$ cat src/rtl/nco_sweep_ctrl.sv
// NCO frequency-sweep scheduler: steps a tuning word from start to stop in fixed
// increments, holding each value for a programmable dwell, with loop/pause/abort.
module nco_sweep_ctrl #(
  parameter int FTW_W   = 32,
  parameter int DWELL_W = 16
) (
  input  logic               clk,
  input  logic               rst,
  input  logic               cfg_valid,
  output logic               cfg_ready,
  input  logic [FTW_W-1:0]   cfg_start,
  input  logic [FTW_W-1:0]   cfg_step,
  input  logic [FTW_W-1:0]   cfg_stop,
  input  logic [DWELL_W-1:0] cfg_dwell,
  input  logic               cfg_loop,
  input  logic               go,
  input  logic               pause,
  input  logic               abort,
  output logic [FTW_W-1:0]   ftw,
  output logic               ftw_valid,
  output logic               acc_clr,
  output logic               busy,
  output logic               done
);

  typedef enum logic [1:0] {IDLE, RUN, PAUSE, DONE} state_t;

  typedef struct packed {
    logic [FTW_W-1:0]   start;
    logic [FTW_W-1:0]   incr;
    logic [FTW_W-1:0]   stop;
    logic [DWELL_W-1:0] dwell;
    logic               loop;
  } cfg_t;

  state_t             state, state_n;
  cfg_t               cfg_q, cfg_n;
  logic               cfg_loaded, cfg_loaded_n;
  logic [DWELL_W-1:0] dwell_cnt, dwell_cnt_n, dwell_load;
  logic [FTW_W-1:0]   ftw_n;
  logic               ftw_valid_n, acc_clr_n, busy_n, done_n, cfg_ready_n;
  logic [FTW_W:0]     ftw_sum;
  logic               in_range;

  assign dwell_load = (cfg_q.dwell == '0) ? DWELL_W'(1) : cfg_q.dwell;
  // Extra bit catches wrap past the top of the FTW range.
  assign ftw_sum    = {1'b0, ftw} + {1'b0, cfg_q.incr};
  assign in_range   = !ftw_sum[FTW_W] && (ftw_sum[FTW_W-1:0] <= cfg_q.stop) &&
                      (cfg_q.incr != '0);

  always_comb begin
    state_n      = state;
    cfg_n        = cfg_q;
    cfg_loaded_n = cfg_loaded;
    dwell_cnt_n  = dwell_cnt;
    ftw_n        = ftw;
    ftw_valid_n  = 1'b0;
    acc_clr_n    = 1'b0;
    done_n       = 1'b0;
    case (state)
      IDLE: begin
        ftw_n = '0;
        if (cfg_valid) begin
          cfg_n.start  = cfg_start;
          cfg_n.incr   = cfg_step;
          cfg_n.stop   = cfg_stop;
          cfg_n.dwell  = cfg_dwell;
          cfg_n.loop   = cfg_loop;
          cfg_loaded_n = 1'b1;
        end else if (go && cfg_loaded && !abort) begin
          state_n     = RUN;
          ftw_n       = cfg_q.start;
          ftw_valid_n = 1'b1;
          acc_clr_n   = 1'b1;
          dwell_cnt_n = dwell_load;
        end
      end
      RUN: begin
        if (abort) begin
          state_n = IDLE;
          ftw_n   = '0;
        end else begin
          // The cycle in which pause is seen was already presented, so it still counts.
          if (dwell_cnt > DWELL_W'(1)) begin
            dwell_cnt_n = dwell_cnt - DWELL_W'(1);
          end else if (in_range) begin
            ftw_n       = ftw_sum[FTW_W-1:0];
            dwell_cnt_n = dwell_load;
          end else if (cfg_q.loop) begin
            ftw_n       = cfg_q.start;
            dwell_cnt_n = dwell_load;
          end else begin
            state_n = DONE;
            done_n  = 1'b1;
          end
          if (state_n == RUN) begin
            state_n     = pause ? PAUSE : RUN;
            ftw_valid_n = !pause;
          end
        end
      end
      PAUSE: begin
        if (abort) begin
          state_n = IDLE;
          ftw_n   = '0;
        end else if (!pause) begin
          state_n     = RUN;
          ftw_valid_n = 1'b1;
        end
      end
      DONE: begin
        state_n = IDLE;
        ftw_n   = '0;
      end
      default: begin
        state_n = IDLE;
        ftw_n   = '0;
      end
    endcase
    busy_n      = (state_n != IDLE);
    cfg_ready_n = (state_n == IDLE);
  end

  always_ff @(posedge clk or posedge rst) begin
    if (rst) begin
      state      <= IDLE;
      cfg_q      <= '0;
      cfg_loaded <= 1'b0;
      dwell_cnt  <= '0;
      ftw        <= '0;
      ftw_valid  <= 1'b0;
      acc_clr    <= 1'b0;
      busy       <= 1'b0;
      done       <= 1'b0;
      cfg_ready  <= 1'b1;
    end else begin
      state      <= state_n;
      cfg_q      <= cfg_n;
      cfg_loaded <= cfg_loaded_n;
      dwell_cnt  <= dwell_cnt_n;
      ftw        <= ftw_n;
      ftw_valid  <= ftw_valid_n;
      acc_clr    <= acc_clr_n;
      busy       <= busy_n;
      done       <= done_n;
      cfg_ready  <= cfg_ready_n;
    end
  end

endmodule

$ cat config.mk
export PLATFORM = sky130hd
export DESIGN_NAME = nco_sweep_ctrl
export DESIGN_NICKNAME = d
export VERILOG_FILES = /design/src/rtl/nco_sweep_ctrl.sv
export SDC_FILE = /design/constraint.sdc
export NUM_CORES = 1
export LEC_CHECK = 0
export ABC_CLOCK_PERIOD_IN_PS = 6500
export BUFFER_PORTS_ARGS = -buffer_cell sky130_fd_sc_hd__buf_2
export CAP_MARGIN = 20
export CORE_ASPECT_RATIO = 0.8
export CORE_UTILIZATION = 59
export CTS_BUF_LIST = sky130_fd_sc_hd__clkbuf_2
export DETAILED_ROUTE_END_ITERATION = 12
export GPL_TIMING_DRIVEN = 0
export PLACE_DENSITY = 0.82
export REMOVE_ABC_BUFFERS = 1
export SLEW_MARGIN = 5
export SYNTH_ARGS = -nofsm -noshare
export SYNTH_HDL_FRONTEND = slang
export SYNTH_SLANG_ARGS = --single-unit
export TNS_END_PERCENT = 5
$ cat constraint.sdc
create_clock -name clk -period 6.5 [get_ports clk]
set_clock_uncertainty 0.05 [all_clocks]
set_input_delay 0.65 -clock clk [delete_from_list [all_inputs] [get_ports clk]]
set_output_delay 0.65 -clock clk [all_outputs]
set_load 0.05 [all_outputs]
==> results of run 1 <==
[report_power, final]
group / total (mW) / switching, mW / leakage (nW) / internal (mW)
Sequential: 1.42 / 0.174 / 2.05 / 1.24
Combinational: 1.89 / 1.15 / 3.57 / 0.738
Clock: 0.616 / 0.449 / 0.156 / 0.166
[worst max path at each step]
stage / startpoint / endpoint / slack, ns
after floorplan: ftw[0]$_DFFE_PP0P_ / ftw[0]$_DFFE_PP0P_ / 0.46
after global placement: cfg_q[49]$_DFFE_PP0P_ / ftw[30]$_DFFE_PP0P_ / -1.85
after detailed placement: cfg_q[49]$_DFFE_PP0P_ / dwell_cnt[12]$_DFFE_PP0P_ / -0.54
after CTS: ftw[0]$_DFFE_PP0P_ / ftw[13]$_DFFE_PP0P_ / 0.07
after global routing: ftw[0]$_DFFE_PP0P_ / ftw_valid$_DFF_PP0_ / 0.19
final: cfg_q[49]$_DFFE_PP0P_ / ftw[13]$_DFFE_PP0P_ / 0.51
[per-layer routing]
metal	vias to the layer above	global-route usage	part of all wire
li1	4429	-	-
met1	4502	0.4408	0.44
met2	437	0.5364	0.46
met3	74	0.08697	0.070
met4	0	0.1218	0.028
met5	-	0	0
[Yosys cell counts, types with 7 or more instances]
cell type  number  share of area
nor2b_1         9         0.0056
nand2_1        93          0.035
xor2_1          9         0.0078
nor2_1         67          0.025
a21oi_1        87          0.043
mux2i_1         8         0.0079
a31oi_1        41          0.025
o31ai_1        11         0.0082
buf_2          12         0.0060
nand3_1        24          0.012
and3_1          9         0.0056
nor3_1         23          0.011
o22a_1          8         0.0069
nor4_1         18          0.011
ha_1           66          0.082
clkbuf_1       39          0.015
nand4_1        17          0.011
a211oi_1        7         0.0052
o21a_1          8         0.0060
dfrtp_1       168           0.42
inv_1          50          0.019
o21ai_0       104          0.052
a21o_1         15          0.011
mux2_2         81          0.090
xnor2_1        12          0.010
[flip-flops by register name (all words and copies together) (netlist names)]
signal	cells
acc_clr	1
cfg_q	113
ftw	32
cfg_loaded	1
ftw_valid	1
cfg_ready	1
state	2
busy	1
done	1
dwell_cnt	16
[per-stage QoR]
stage	utilization	total power [mW]	setup slack [ns]	instance area, um2	instances
6_report	0.7590	3.923	0.5140	12600	1553
5_1_grt	0.7590	4.165	0.1871	12600	1553
4_1_cts	0.7559	3.861	0.07470	12550	1548
3_5_place_dp	0.6718	3.204	-0.5427	11160	1403
3_3_place_gp	0.6570	3.132	-1.852	10910	1392
2_1_floorplan	-	2.727	0.4609	9859	1017
[kinds of logic (layout without fill, tap and decap cells)]
family,count (synthesis),count (layout)
compound gates,325,325
mux,89,89
flops,169,169
xor+xnor,21,21
other cells,0,1
buf+inv,105,365
simple gates,296,296
fa+ha+maj,67,67
[final cells by class]
| cell class | instances | share of cell area |
|---|---|---|
| multi-input cells | 798 | 0.4355 |
| flip-flops and latches | 169 | 0.3357 |
| repair buffers | 283 | 0.1706 |
| well taps | 220 | 0.02184 |
| inverters | 50 | 0.01549 |
| clock inverters | 15 | 0.01400 |
| clock buffers | 17 | 0.006751 |
| diodes | 1 | 0.0001986 |
[timing repair]
action / CTS / global route
hold buffers: 112 / 1
endpoints found under the setup margin: 47 / 36
resized for setup: 3 / 3
gates cloned: 0 / 0
pin swaps: 1 / 1
setup buffers: 1 / 3
endpoints found under the hold margin: 177 / 1
[worst max-delay path: stages, from the launching register on]
cell and delay (ns):
dfrtp_1 0.48, ha_1 0.23, inv_1 0.08, fa_1 0.20, nor2b_1 0.07, o2111ai_1 0.37
nand3_1 0.22, a32oi_1 0.26, nand3_1 0.19, o31ai_2 0.49, o21ai_0 0.17, a41oi_1 0.23
ha_1 0.17, nand4_1 0.21, or3_1 0.50, or4_4 0.58, a211oi_4 0.37, a2111o_2 0.28
and2_2 0.41, buf_16 0.21, a31oi_1 0.10
==> flow_summary.toml, run 1 <==
[worst_setup_path]
rr_endpoint = "ftw[13]$_DFFE_PP0P_"
r2r_start = "cfg_q[49]$_DFFE_PP0P_"
critPathMaxFanout = 19
required_ns = 7.17
reg2regPathDepth = 20
reg2reg_slack_ns = 0.51
critPathLaunchType = "flop"
cp-end-kind = "flop"
critPathArrivalTime_ns = 6.66
critPathKind = "flop to flop"

[sta]
finalHoldViolCount = 0
fmax_mhz = 167.1
holdWs_ns = 0.02296
grt_setup_unrepaired = "no"
relSlewSlack = 0.4451
tightestPinTransition_ns = 0.8113
period_minus_slack_ns = 5.986
slew_viol_final = 0
setup_viol = 0
fin_setup_tns_ns = 0
timing.final.crit_share = 0.9209

[global_routing]
overflow = 0
antenna_found_initial = 1
grt_max_degree = 104
grt_pass1_vias = 9045
grt_use_total = 0.3360
grt_pass1_wl_mm = 45.93

[yosys]
synth_xor_area_frac = 0.01823
synth_top_family_by_area = "compound AO/OA/AOI/OAI gates"
synth_compound_area_frac = 0.1983
synth.distinct_cells = 63
yosys.area_share.simple = 0.1406
muxShareOfSynthArea = 0.09835
yosysWarnings = 0
seq_area_frac_synth = 0.4193
synthCells = 1072
async_reset_ff_frac = 1.000
synth_area_mm2 = 0.01009
synthAdderAreaFrac = 0.08384
synth-edff-count = 0
avgSynthCellArea_um2 = 9.411
synth_ff_type = "dfrtp_1"
ys_seq_elements = 169

[route]
antenna_left = 0
drtPass1Iterations = 7
drtIter0Drc = 811
drt-total-wl_mm = 29.03
wl_per_cell_um = 18.69
drc = 0
viasPerCell = 6.080
via_count = 9442

[cts]
h-tree-depth = 4
clk_latency_ns = 0.84
tritoncts = "yes"
clkTransAtPathRegs_ns = 0.28
cts_buffer_depth = 2
cts_sinks = 169
numCtsBuffers = 17
cts_root_buf = "clkbuf_2"

[pwr]
leakage_nw = 5.774
peakVddDrop_v = 0.0002247
powerDensity_mw_per_mm2 = 311.3

[worst_hold_path]
hold_path_class = "primary input to flop"
min-delay-start = "cfg_step[11]"
hold_depth = 2
hold-path-endpoint = "cfg_q[60]$_DFFE_PP0P_"

[placement]
portBuffers = 155
place_hpwl_mm = 19.23
place_congestion = 0.8993

[cells_and_area]
seqCellArea_mm2 = 0.004230
multi_input_area_mm2 = 0.005489
layout.nets = 1505
fillers = 1188
area_delta_synth_final_pct = 24.93
layout_common_cells = "168 x dfrtp_1, 155 x buf_2, 113 x dlygate4sd3_1"
drive_gt1_frac = 0.2290
final_common_cell = "dfrtp_1"

[status]
status = "complete, no violations"

[floorplan]
ios = 156
core_area_mm2 = 0.01661
num_rows = 42
die_w_um = 148.2
floorplan.initialDensity = 0.6075
dieArea_mm2 = 0.01763
die_h_um = 119.0

[flow_run]
maxCapViolCount = 0
Note: power is estimated with default switching activity, not from simulation.
==> run 2, diff against run 1 <==
Settings changed: CTS_BUF_LIST sky130_fd_sc_hd__clkbuf_2 to sky130_fd_sc_hd__clkbuf_8, CTS_CLUSTER_DIAMETER set to 40.
==> run 2 against run 1 <==
  * First-iteration DRC count up 0.49%
  * Wire length decreased by 10%
  * Worst setup slack gained 0.024 ns
  * Combinational power decreased by 4%
  * Global-route usage shrank 2.9 points
  * Clock power increased by 28%
  * Critical path depth stayed put
  * Cell count fell by 7.3%
  * Register-to-register slack gained 0.02 ns
  * Critical path type unchanged
  * Largest power group unchanged
  * Highest routed layer unchanged
==> flow_summary.toml, run 2 (synthesis results as in run 1) <==
[sta]
grt_setup_unrepaired = "no"
setup_slack_ns = 0.5376
holdWs_ns = 0.1334
timing.final.crit_share = 0.9173
tightestPinTransition_ns = 0.9150
fmax_mhz = 167.7
period_minus_slack_ns = 5.962
slew_viol_final = 0
finalHoldViolCount = 0
relSlewSlack = 0.3742
setup_viol = 0

[placement]
portBuffers = 155
place_congestion = 0.8993
pre_cts_ws_ns = -0.5427
place_area_mm2 = 0.01116
dp_cells = 1403
place_hpwl_mm = 19.23

[cts]
clk_latency_ns = 0.49
h-tree-depth = 4
cts_sinks = 169
cts_buffer_depth = 2
tritoncts = "yes"
ctsHoldBuffers = 0
clkTransAtPathRegs_ns = 0.10
cts_root_buf = "clkbuf_8"
numCtsBuffers = 17

[global_routing]
overflow = 0
grt_use_total = 0.3066
grtUsageMet2 = 0.4489
grt_pass1_vias = 8181
grt_max_degree = 104
antenna_found_initial = 0
use_met1 = 0.4368
gr-max-usage-layer = "met2"
gr-usage-met3 = 0.07203
grt_pass1_wl_mm = 42.03

[floorplan]
core_area_mm2 = 0.01661
num_rows = 42
die_h_um = 119.0
ios = 156
dieArea_mm2 = 0.01763
die_w_um = 148.2
floorplan.initialDensity = 0.6075

[cells_and_area]
layout.nets = 1392
fillers = 1349
insertedDiodeCount = 0
largest_reg_flops = 113
drive_gt1_frac = 0.2502
multi_input_area_mm2 = 0.005489
seqCellArea_mm2 = 0.004230
design_area_mm2 = 0.01162
final_common_cell = "dfrtp_1"
reg.largest.list = "cfg_q x113, ftw x32, dwell_cnt x16"
layout_common_cells = "168 x dfrtp_1, 155 x buf_2, 104 x o21ai_0"
regMostFlops = "cfg_q"
layoutNonFillerInstCount = 1439
area_delta_synth_final_pct = 15.17

[pwr]
fin_total_pwr_mw = 4.022
leakage_nw = 5.353
swShare = 0.4370
p_int_mw = 2.265
power.share.sequential = 0.351
powerDensity_mw_per_mm2 = 346.2
power_frac_clock = 0.196
p_sw_mw = 1.757
combPwrFrac = 0.453
peakVddDrop_v = 0.0001962

[worst_setup_path]
critPathKind = "flop to flop"
critPathLaunchType = "flop"
cp-end-kind = "flop"
critPathArrivalTime_ns = 6.27
required_ns = 6.81
critPathMaxFanout = 19

[route]
drc = 0
wl_per_cell_um = 18.12
viasPerCell = 6.122
drtIter0Drc = 815
drt-total-wl_mm = 26.08
via_count = 8809
antenna_left = 0
drtPass1Iterations = 6

[flow_run]
maxCapViolCount = 0

[worst_hold_path]
hold_path_class = "primary input to asynchronous set/reset pin"

[status]
status = "complete, no violations"
run 2: layout make-up:
cell class | count | share of cell area
Timing Repair Buffer | 170 | 0.08766
Clock inverter | 15 | 0.01518
Multi-Input combinational cell | 798 | 0.4724
Tap cell | 220 | 0.02369
Inverter | 50 | 0.01680
Clock buffer | 17 | 0.02014
Sequential cell | 169 | 0.3641
run 2: per-stage QoR:
stage                     setup TNS [ns]  utilization
after floorplan                        0            -
after global placement           -152.24       0.6570
after detailed placement          -12.85       0.6718
after CTS                              0       0.6973
after global routing                   0       0.6997
final                                  0       0.6997
run 2: power by group through the flow:
stage	registers (mW)	clock network, mW	logic [mW]
6_report	1.41	0.787	1.82
3_5_place_dp	1.43	0	1.78
5_1_grt	1.44	0.836	2.01
2_1_floorplan	1.54	0	1.19
3_3_place_gp	1.42	0	1.71
4_1_cts	1.41	0.794	1.80
run 2: timing repair:
| action | in CTS | in global routing |
|---|---|---|
| setup buffers | 1 | 3 |
| setup endpoints to repair | 47 | 36 |
| pin swaps | 1 | 1 |
| resized for setup | 3 | 3 |
run 2: layer usage:
layer	vias up	routed length, um
met2	361	11310
met3	57	1946
met4	0	726
met5	-	0
met1	4197	12090
li1	4194	-
run 2: worst paths after layout:
check                                       start                      to  slack (ns)  cells after the start
min in group clk                     cfg_stop[14]   cfg_q[31]$_DFFE_PP0P_        0.31                      3
min                                           rst   cfg_q[17]$_DFFE_PP0P_        0.13                      2
max reg2reg                 cfg_q[49]$_DFFE_PP0P_     ftw[13]$_DFFE_PP0P_        0.54                     20
min reg2reg                cfg_loaded$_DFFE_PP0P_  cfg_loaded$_DFFE_PP0P_        0.44                      1
max                         cfg_q[49]$_DFFE_PP0P_     ftw[13]$_DFFE_PP0P_        0.54                     20
max in group asynchronous                     rst     cfg_ready$_DFF_PP1_        5.39                      3
run 2: worst max-delay path, cell delays in order (launching register included):
cell       delay (ns)
dfrtp_1          0.43
ha_1             0.23
inv_1            0.08
fa_1             0.20
nor2b_1          0.07
o2111ai_1        0.38
nand3_1          0.23
a32oi_1          0.27
nand3_1          0.20
o31ai_2          0.48
o21ai_0          0.17
a41oi_1          0.24
ha_1             0.17
nand4_1          0.21
or3_1            0.49
or4_4            0.58
a211oi_4         0.37
a2111o_2         0.26
and2_2           0.41
buf_16           0.20
a31oi_1          0.10
==> run 3, diff against run 2 <==
Settings changed: REMOVE_ABC_BUFFERS 1 to not set.
==> run 3 against run 2 <==
  * Worst hold slack improved by 0.019 ns
  * Global-route usage grew 2.8 points
  * Count of clock-buffer cells in the layout stayed put
  * Worst setup slack got worse by 0.25 ns
  * Power increased by 1.1%
  * Non-clock buffer count is 39 higher
  * Critical path depth did not move
  * Die area unchanged
  * Core utilization is 0.13 points lower
  * Sequential power about the same
  * First-iteration DRC count is 17% higher
  * Cell count rose by 2.7%
  * Largest cell class unchanged
==> flow_summary.toml, run 3 (synthesis results as in run 1) <==
[status]
status = "complete, no violations"

[worst_setup_path]
critPathLaunchType = "flop"
cp_slowest_cell = "a2111oi_0"
crit_chain = "ha_1, inv_1, fa_1, nor2b_1, o2111ai_1, nand3_1, a32oi_1, nand3_1, o31ai_2, o21ai_0, a41oi_1, ha_1, nand4_1, nor4_1, o41ai_1, a41oi_2, a211oi_4, a2111oi_0, o21ai_0, a21o_1"
critPathTopFamily = "compound AO/OA/AOI/OAI gates"
cp-end-kind = "flop"
max_stage_delay_ns = 0.87
required_ns = 6.82
critPathKind = "flop to flop"
critPathMaxFanout = 5
cp.buffers_inverters = 1
critPathArrivalTime_ns = 6.53

[route]
drt-total-wl_mm = 28.25
antenna_left = 0
drtIter0Drc = 952
viasPerCell = 6.265
drtPass1Iterations = 5
drc = 0
wl_per_cell_um = 19.11
via_count = 9260

[cells_and_area]
regMostFlops = "cfg_q"
largest_reg_flops = 113
utilization = 0.6984
layout_common_cells = "168 x dfrtp_1, 166 x buf_2, 104 x o21ai_0"
insertedDiodeCount = 0
fillers = 1342
drive_gt1_frac = 0.2385
reg.largest.list = "cfg_q x113, ftw x32, dwell_cnt x16"
layout.nets = 1431
area_delta_synth_final_pct = 14.96
final_common_cell = "dfrtp_1"

[global_routing]
grt_use_total = 0.3341
grt_pass1_vias = 8566
grt_max_degree = 103
overflow = 0
antenna_found_initial = 0
grt_pass1_wl_mm = 45.04

[cts]
cts_root_buf = "clkbuf_8"
clk_latency_ns = 0.48
ctsHoldBuffers = 0
tritoncts = "yes"
cts_buffer_depth = 2
clkTransAtPathRegs_ns = 0.10
h-tree-depth = 4
numCtsBuffers = 17
cts_sinks = 169

[sta]
fin_setup_tns_ns = 0
period_minus_slack_ns = 6.209
timing.final.crit_share = 0.9552
fmax_mhz = 161.1
grt_setup_unrepaired = "no"
setup_viol = 0
relSlewSlack = 0.3684
slew_viol_final = 0
finalHoldViolCount = 0
tightestPinTransition_ns = 0.9236

[floorplan]
die_w_um = 148.2
ios = 156
dieArea_mm2 = 0.01763
core_area_mm2 = 0.01661
floorplan.initialDensity = 0.6075
die_h_um = 119.0
num_rows = 42

[flow_run]
maxCapViolCount = 0

[placement]
portBuffers = 154
place_congestion = 0.9649
place_hpwl_mm = 21.66

[worst_hold_path]
hold_path_class = "primary input to asynchronous set/reset pin"

[pwr]
powerDensity_mw_per_mm2 = 350.7
peakVddDrop_v = 0.0002215
fin_total_pwr_mw = 4.067
leakage_nw = 5.326

[yosys]
synth_nets = 1258
-- run 3: cell count changes in the layout (fill, tap and decap cells not counted), moves of 2 or more --
cell	delta
and2_1	+2
buf_16	-4
buf_2	+11
buf_4	-5
buf_8	-3
clkbuf_1	+36
clkbuf_2	+4
inv_8	-3
-- run 3: per-stage QoR --
step / area (um2) / hold slack [ns] / worst slack [ns] / std cells
2_1_floorplan: 10090 / 0.3892 / 1.157 / 1072
3_3_place_gp: 11130 / 0.4179 / -0.5065 / 1446
3_5_place_dp: 11170 / 0.4260 / 0.07921 / 1447
4_1_cts: 11580 / 0.1500 / 0.007664 / 1479
5_1_grt: 11600 / 0.1815 / 0.007846 / 1478
6_report: 11600 / 0.1528 / 0.2910 / 1478
-- run 3: layer usage --
metal | wire (um) | GRT usage | vias up | part of all wire
li1 | - | - | 4278 | -
met1 | 12650 | 0.4853 | 4442 | 0.45
met2 | 12040 | 0.4786 | 476 | 0.43
met3 | 2775 | 0.08544 | 64 | 0.098
met4 | 779 | 0.1250 | 0 | 0.028
met5 | 0 | 0 | - | 0
-- run 3: layout make-up --
| class | count | area, um2 | share of cell area |
|---|---|---|---|
| Clock inverter | 15 | 181.4 | 0.01564 |
| Inverter | 50 | 195.2 | 0.01683 |
| Clock buffer | 17 | 234.0 | 0.02017 |
| Tap cell | 220 | 275.3 | 0.02373 |
| Sequential cell | 169 | 4230 | 0.3648 |
| Buffer | 54 | 230.2 | 0.01985 |
| Timing Repair Buffer | 155 | 798.3 | 0.06883 |
| Multi-Input combinational cell | 798 | 5453 | 0.4702 |
-- run 3: report_power, final --
group | switching [mW] | internal, mW | total [mW]
sequential | 0.178 | 1.24 | 1.42
combinational | 1.16 | 0.688 | 1.85
clock | 0.435 | 0.357 | 0.792
total | 1.78 | 2.29 | 4.07
-- run 3: path summary, 6_finish.rpt --
path                                  startpoint               endpoint  slack [ns]  cells after the start
min in group clk                     cfg_stop[4]  cfg_q[21]$_DFFE_PP0P_        0.32                      3
max in group asynchronous                    rst    ftw[19]$_DFFE_PP0P_        5.37                      3
setup / recovery              ftw[0]$_DFFE_PP0P_    ftw_valid$_DFF_PP0_        0.29                     20
setup reg to reg              ftw[0]$_DFFE_PP0P_    ftw_valid$_DFF_PP0_        0.29                     20
hold / removal                               rst  cfg_q[77]$_DFFE_PP0P_        0.15                      2
hold reg to reg            cfg_q[88]$_DFFE_PP0P_  cfg_q[88]$_DFFE_PP0P_        0.46                      1
-- run 3: timing repair --
item                                    in CTS  in global routing
buffers inserted                             0                  0
endpoints found under the hold margin        0                  0
resized for setup                            0                  9
endpoints found under the setup margin       0                 51
